File: config.mk
export PLATFORM = sky130hd
export DESIGN_NAME = pass_arbiter
export DESIGN_NICKNAME = d
export VERILOG_FILES = /design/src/rtl/pass_arb_pkg.sv /design/src/rtl/pass_rr_pick.sv /design/src/rtl/pass_arbiter.sv
export SDC_FILE = /design/constraint.sdc
export NUM_CORES = 1
export LEC_CHECK = 0
export ABC_AREA = 1
export ABC_CLOCK_PERIOD_IN_PS = 3000
export CAP_MARGIN = 20
export CORE_MARGIN = 2
export CORE_UTILIZATION = 40
export DETAILED_ROUTE_END_ITERATION = 7
export GPL_ROUTABILITY_DRIVEN = 1
export PLACE_DENSITY_LB_ADDON = 0.25
export SLEW_MARGIN = 25
export SYNTH_ARGS = -nofsm -noshare
export SYNTH_HDL_FRONTEND = slang
export SYNTH_SLANG_ARGS = --single-unit
File: constraint.sdc
create_clock -name clock -period 3 [get_ports clock]
set_input_delay 0.3 -clock clock [delete_from_list [all_inputs] [get_ports clock]]
set_output_delay 0.3 -clock clock [all_outputs]
set_load 0.01 [all_outputs]
File: src/rtl/pass_arb_pkg.sv
// Shared types and width helpers for the pass lane arbiter.
package pass_arb_pkg;

  // Grant FSM encoding
  typedef logic [0:0] state_t;
  localparam state_t IDLE   = 1'b0;
  localparam state_t LOCKED = 1'b1;

  // Width of a requester index; one bit minimum so a port always exists
  function automatic int src_w(input int n);
    return (n <= 1) ? 1 : $clog2(n);
  endfunction

  // Width of a counter that must hold values 0..max_burst inclusive
  function automatic int cnt_w(input int max_burst);
    return (max_burst < 1) ? 1 : $clog2(max_burst + 1);
  endfunction

endpackage

File: src/rtl/pass_rr_pick.sv
// Combinational round-robin picker: first set request at or after ptr, wrapping.
module pass_rr_pick
  import pass_arb_pkg::*;
#(
  parameter  int N  = 4,
  localparam int IW = src_w(N)
) (
  input  logic [N-1:0]  req,
  input  logic [IW-1:0] ptr,
  output logic [N-1:0]  grant,
  output logic [IW-1:0] idx,
  output logic          any
);

  // Scan ptr, ptr+1, ... mod N and latch the first hit
  always_comb begin
    int          j;
    logic [IW-1:0] jj;
    grant = '0;
    idx   = '0;
    any   = 1'b0;
    j     = 0;
    jj    = '0;
    for (int k = 0; k < N; k++) begin
      j = int'(ptr) + k;
      if (j >= N) j = j - N;
      jj = IW'(j);
      if (!any && req[jj]) begin
        grant[jj] = 1'b1;
        idx       = jj;
        any       = 1'b1;
      end
    end
  end

endmodule

File: src/rtl/pass_arbiter.sv
// Round-robin, burst-locking arbiter feeding one registered pass lane.
module pass_arbiter
  import pass_arb_pkg::*;
#(
  parameter  int NUM_REQ   = 4,
  parameter  int DATA_W    = 8,
  parameter  int MAX_BURST = 8,
  localparam int SRC_W     = src_w(NUM_REQ)
) (
  input  logic                      clock,
  input  logic                      reset_n,
  input  logic [NUM_REQ-1:0]        req_valid,
  input  logic [NUM_REQ*DATA_W-1:0] req_data,
  input  logic [NUM_REQ-1:0]        req_last,
  output logic [NUM_REQ-1:0]        req_ready,
  output logic                      out_valid,
  output logic [DATA_W-1:0]         out_data,
  output logic [SRC_W-1:0]          out_src,
  output logic                      out_last,
  input  logic                      out_ready
);

  localparam int CNT_W = cnt_w(MAX_BURST);

  state_t             state;
  logic [SRC_W-1:0]   owner;
  logic [SRC_W-1:0]   rr_ptr;
  logic [CNT_W-1:0]   burst_cnt;

  logic [NUM_REQ-1:0] own_mask;
  logic [NUM_REQ-1:0] pick_req;
  logic [SRC_W-1:0]   pick_ptr;
  logic [NUM_REQ-1:0] grant;
  logic [SRC_W-1:0]   pick_idx;
  logic               pick_any;
  logic               pipe_ready;
  logic               accept;
  logic [CNT_W-1:0]   cnt_next;
  logic               rel;
  logic [SRC_W-1:0]   nxt_ptr;
  logic [DATA_W-1:0]  beat_data;

  // While locked only the owner is eligible; the picker then just confirms it
  assign own_mask   = NUM_REQ'(1) << owner;
  assign pick_req   = (state == LOCKED) ? (req_valid & own_mask) : req_valid;
  assign pick_ptr   = (state == LOCKED) ? owner : rr_ptr;

  pass_rr_pick #(.N(NUM_REQ)) u_pick (
    .req   (pick_req),
    .ptr   (pick_ptr),
    .grant (grant),
    .idx   (pick_idx),
    .any   (pick_any)
  );

  assign pipe_ready = !out_valid || out_ready;
  assign req_ready  = grant & {NUM_REQ{pipe_ready}};
  assign accept     = pipe_ready && pick_any;

  assign cnt_next   = burst_cnt + CNT_W'(1);
  assign rel        = req_last[pick_idx] || (cnt_next == CNT_W'(MAX_BURST));
  assign nxt_ptr    = (pick_idx == SRC_W'(NUM_REQ - 1)) ? '0 : pick_idx + SRC_W'(1);
  assign beat_data  = req_data[pick_idx*DATA_W +: DATA_W];

  // Grant state: lock on a non-final beat, release and rotate on the final one
  always_ff @(posedge clock or negedge reset_n) begin
    if (!reset_n) begin
      state     <= IDLE;
      owner     <= '0;
      rr_ptr    <= '0;
      burst_cnt <= '0;
    end else if (accept) begin
      if (rel) begin
        state     <= IDLE;
        rr_ptr    <= nxt_ptr;
        burst_cnt <= '0;
      end else begin
        state     <= LOCKED;
        owner     <= pick_idx;
        burst_cnt <= cnt_next;
      end
    end
  end

  // Output register: load on accept, drain when consumed, hold under backpressure
  always_ff @(posedge clock or negedge reset_n) begin
    if (!reset_n) begin
      out_valid <= 1'b0;
      out_data  <= '0;
      out_src   <= '0;
      out_last  <= 1'b0;
    end else if (accept) begin
      out_valid <= 1'b1;
      out_data  <= beat_data;
      out_src   <= pick_idx;
      out_last  <= rel;
    end else if (out_ready) begin
      out_valid <= 1'b0;
    end
  end

endmodule

==> results.md <==
- Die height: slightly above 70 um
- GR Overflow Total: 0
- Vias per cell: ~5
- Sequential share of the synthesized area: 0.296
- Number of global-route vias before repair: 1,777
- Post-synth top cells: nand2_1 (76), nand3_1 (26), dfrtp_1 (21), inv_1 (15), nor2_1 (14)
- Number of enable flip-flop cells after synthesis: 0
- Hold_ws: -0.0167 ns
- Setup TNS: 0 ns
- 1st-iter DRT viols: 64
- Critical Path Fanout Max: 5
- Syn avg cell area: slightly above 7 sq um
- Synthesized Nets: just over 300
- Worst-Skew Late Latency: around 0.26 ns
- Initial core utilization: 0.411
- Pin count of the biggest net entering global routing: 25
- Hold Fails Final Rpt: 21
- CTS tree: built
- Final Max Tran Viols: 0
- Worst slew pin tran: roughly 0.46 ns
- DRT Pass-1 Iters: 4
- Area grow syn2layout: 39.5%
- Critical path arrival: 2.52 ns
- Yosys top cell by area: dfrtp_1
- GP Congestion: around 0.82
- Startpoint types: register
- Most used DFF post-synth: dfrtp_1
- Yosys warns: 0
- WL final: 4360 um
- Count leader, synth: nand2_1
- Routed Antenna Nets: 0
- GRT Total Usage: 0.179
- Layout cells sized above 1: 0.159
- Initial antenna violation count: 0
- RR Startpoint: state
- Clock skew: roughly 0.0016 ns
- Worst Path Required: 2.70 ns
- Cell Area, Synth: between 1500 and 2000 sq um
- Yosys reg bits: 21
- Area share of the largest cell type after synthesis: 0.296
- Final period util: 0.941
- Fillers: 415
- Setup CP Type: reg -> out
- DRC Markers: 0
- Synth top area cells: dfrtp_1 (30%), nand2_1 (16%), nand3_1 (7.3%)
- Worst R2R End: out_data[0]
- Highest clock rate: approximately 350 MHz
- Minimum clock period: 2.82 ns
- Max Cap Viol: 0
- Placed inst area: roughly 2400 sq um
- Fin area: between 2000 and 2500 sq um
- IO buf count: between 50 and 60
- Final Net Count: between 300 and 400
- Hold buffers post-CTS: 0
- Worst Hold Class: in -> async
- DR vias: approximately 1,800
- R2R cell count: 17
- Die outline area: roughly 5000 sq um
- Final HPWL DP: 3440 um
- Final setup violation count: 0
- Failing checks: hold timing
- CTS Sinks: 21
- Core outline area: around 4300 sq um
- Max Buffers Root-to-Sink: 2
- Clock Pin Slew Worst Setup and Hold Paths: 0.07 ns
- First-pass GRT wire length: ~7500 um
- Syn Inst Count: around 250
- Antenna cells: 0
- Avg WL per Cell: 11.9 um
- Status: finished with violations
- CTS Buf Count: 3
- CP endpoint kind: primary output
- Critical path origin: state
- R2R setup slack: around 0.30 ns
- I/O pin count: 59
- Capture point of the worst path: req_ready[1]
- Rel. slew slack: 0.692
- Distinct cells, synth: 31
- Root Buffer: clkbuf_8
- H-tree depth: 1
- Rows: 24
- Die width: just over 70 um
- Ys async rst share: 1.00
registers in the layout, indices dropped and copies added (netlist names):
name / count
rr_ptr: 2
out_last: 1
out_data: 8
out_valid: 1
owner: 2
out_src: 2
state: 1
burst_cnt: 4
per-stage QoR:
| stage | utilization | std cells | worst slack [ns] |
|---|---|---|---|
| 2_1_floorplan | - | 251 | 0.578 |
| 3_3_place_gp | 0.557 | 359 | 0.154 |
| 3_5_place_dp | 0.557 | 359 | 0.0644 |
| 4_1_cts | 0.569 | 364 | 0.0877 |
| 5_1_grt | 0.573 | 366 | -0.0202 |
| 6_report | 0.573 | 366 | 0.177 |
layout by cell type (no fill, tap or decap):
master           instances
nand2_1                 75
clkdlybuf4s50_1         53
nand3_1                 25
dfrtp_1                 21
nor2_1                  14
nand2_2                 13
inv_1                   13
nand4_1                 11
a21oi_1                 11
o21ai_0                 10
ha_1                     9
inv_2                    7
nand3_2                  7
buf_4                    7
a41oi_1                  4
o21ai_1                  4
o211ai_1                 4
dlygate4sd2_1            4
clkbuf_8                 3
a21oi_2                  2
nand2_4                  2
xor2_1                   2
or2_0                    2
inv_4                    1
o21ai_2                  1
nand4_2                  1
nand3_4                  1
nor3_2                   1
nor2_2                   1
nor2_4                   1
xnor2_1                  1
o21a_1                   1
clkinv_2                 1
buf_2                    1
how the worst min path moves through the flow:
stage | end | slack (ns) | cells after the start
detailed placement | rr_ptr[1] | 0.47 | 2
finish | out_data[5] | -0.02 | 1
floorplan | burst_cnt[0] | 0.004 | 0
CTS | rr_ptr[1] | 0.49 | 2
global route | out_data[5] | 0.02 | 1
global placement | rr_ptr[1] | 0.47 | 2
cell type report:
class / instances / area (sq um) / area share
tap: 52 / 65.1 / 0.0263
clock inverter: 1 / 5.00 / 0.00202
clock buffer: 3 / 41.3 / 0.0167
sequential: 21 / 526 / 0.212
multi-input combinational: 203 / 1130 / 0.458
inverter: 21 / 81.3 / 0.0328
timing repair buffer: 65 / 623 / 0.252
worst max-delay path: stages, from the launching register on:
cell           delay, ns
dfrtp_1             0.44
inv_2               0.12
nand2_1             0.07
nand2_2             0.09
inv_4               0.03
ha_1                0.30
inv_2               0.09
nand3_1             0.09
nand2_2             0.11
buf_4               0.13
nand3_1             0.09
inv_1               0.13
nand2_1             0.07
a41oi_1             0.21
dlygate4sd2_1       0.29
per-layer routing:
| metal | GRT usage | vias up | wire [um] |
|---|---|---|---|
| met2 | 0.321 | 42 | 2170 |
| li1 | - | 970 | - |
| met5 | 0 | - | 0 |
| met4 | 0.0252 | 0 | 19 |
| met1 | 0.227 | 830 | 1930 |
| met3 | 0.0399 | 3 | 239 |
cell families (layout without fill, tap and decap cells):
logic type	after synthesis	after routing	synth area share
simple gates	154	154	0.431
compound gates	37	37	0.126
buf+inv	27	90	0.0691
flops	21	21	0.296
fa+ha+maj	9	9	0.0634
xor+xnor	3	3	0.0148
timing repair:
| item | CTS | global route |
|---|---|---|
| buffers inserted | 1 | 2 |
| resized for setup | 5 | 3 |
| pin swaps | 0 | 1 |
| setup endpoints to repair | 4 | 4 |
Power is not shown: default switching activity piles up to over one toggle a cycle in this logic, so the estimate is an artifact.
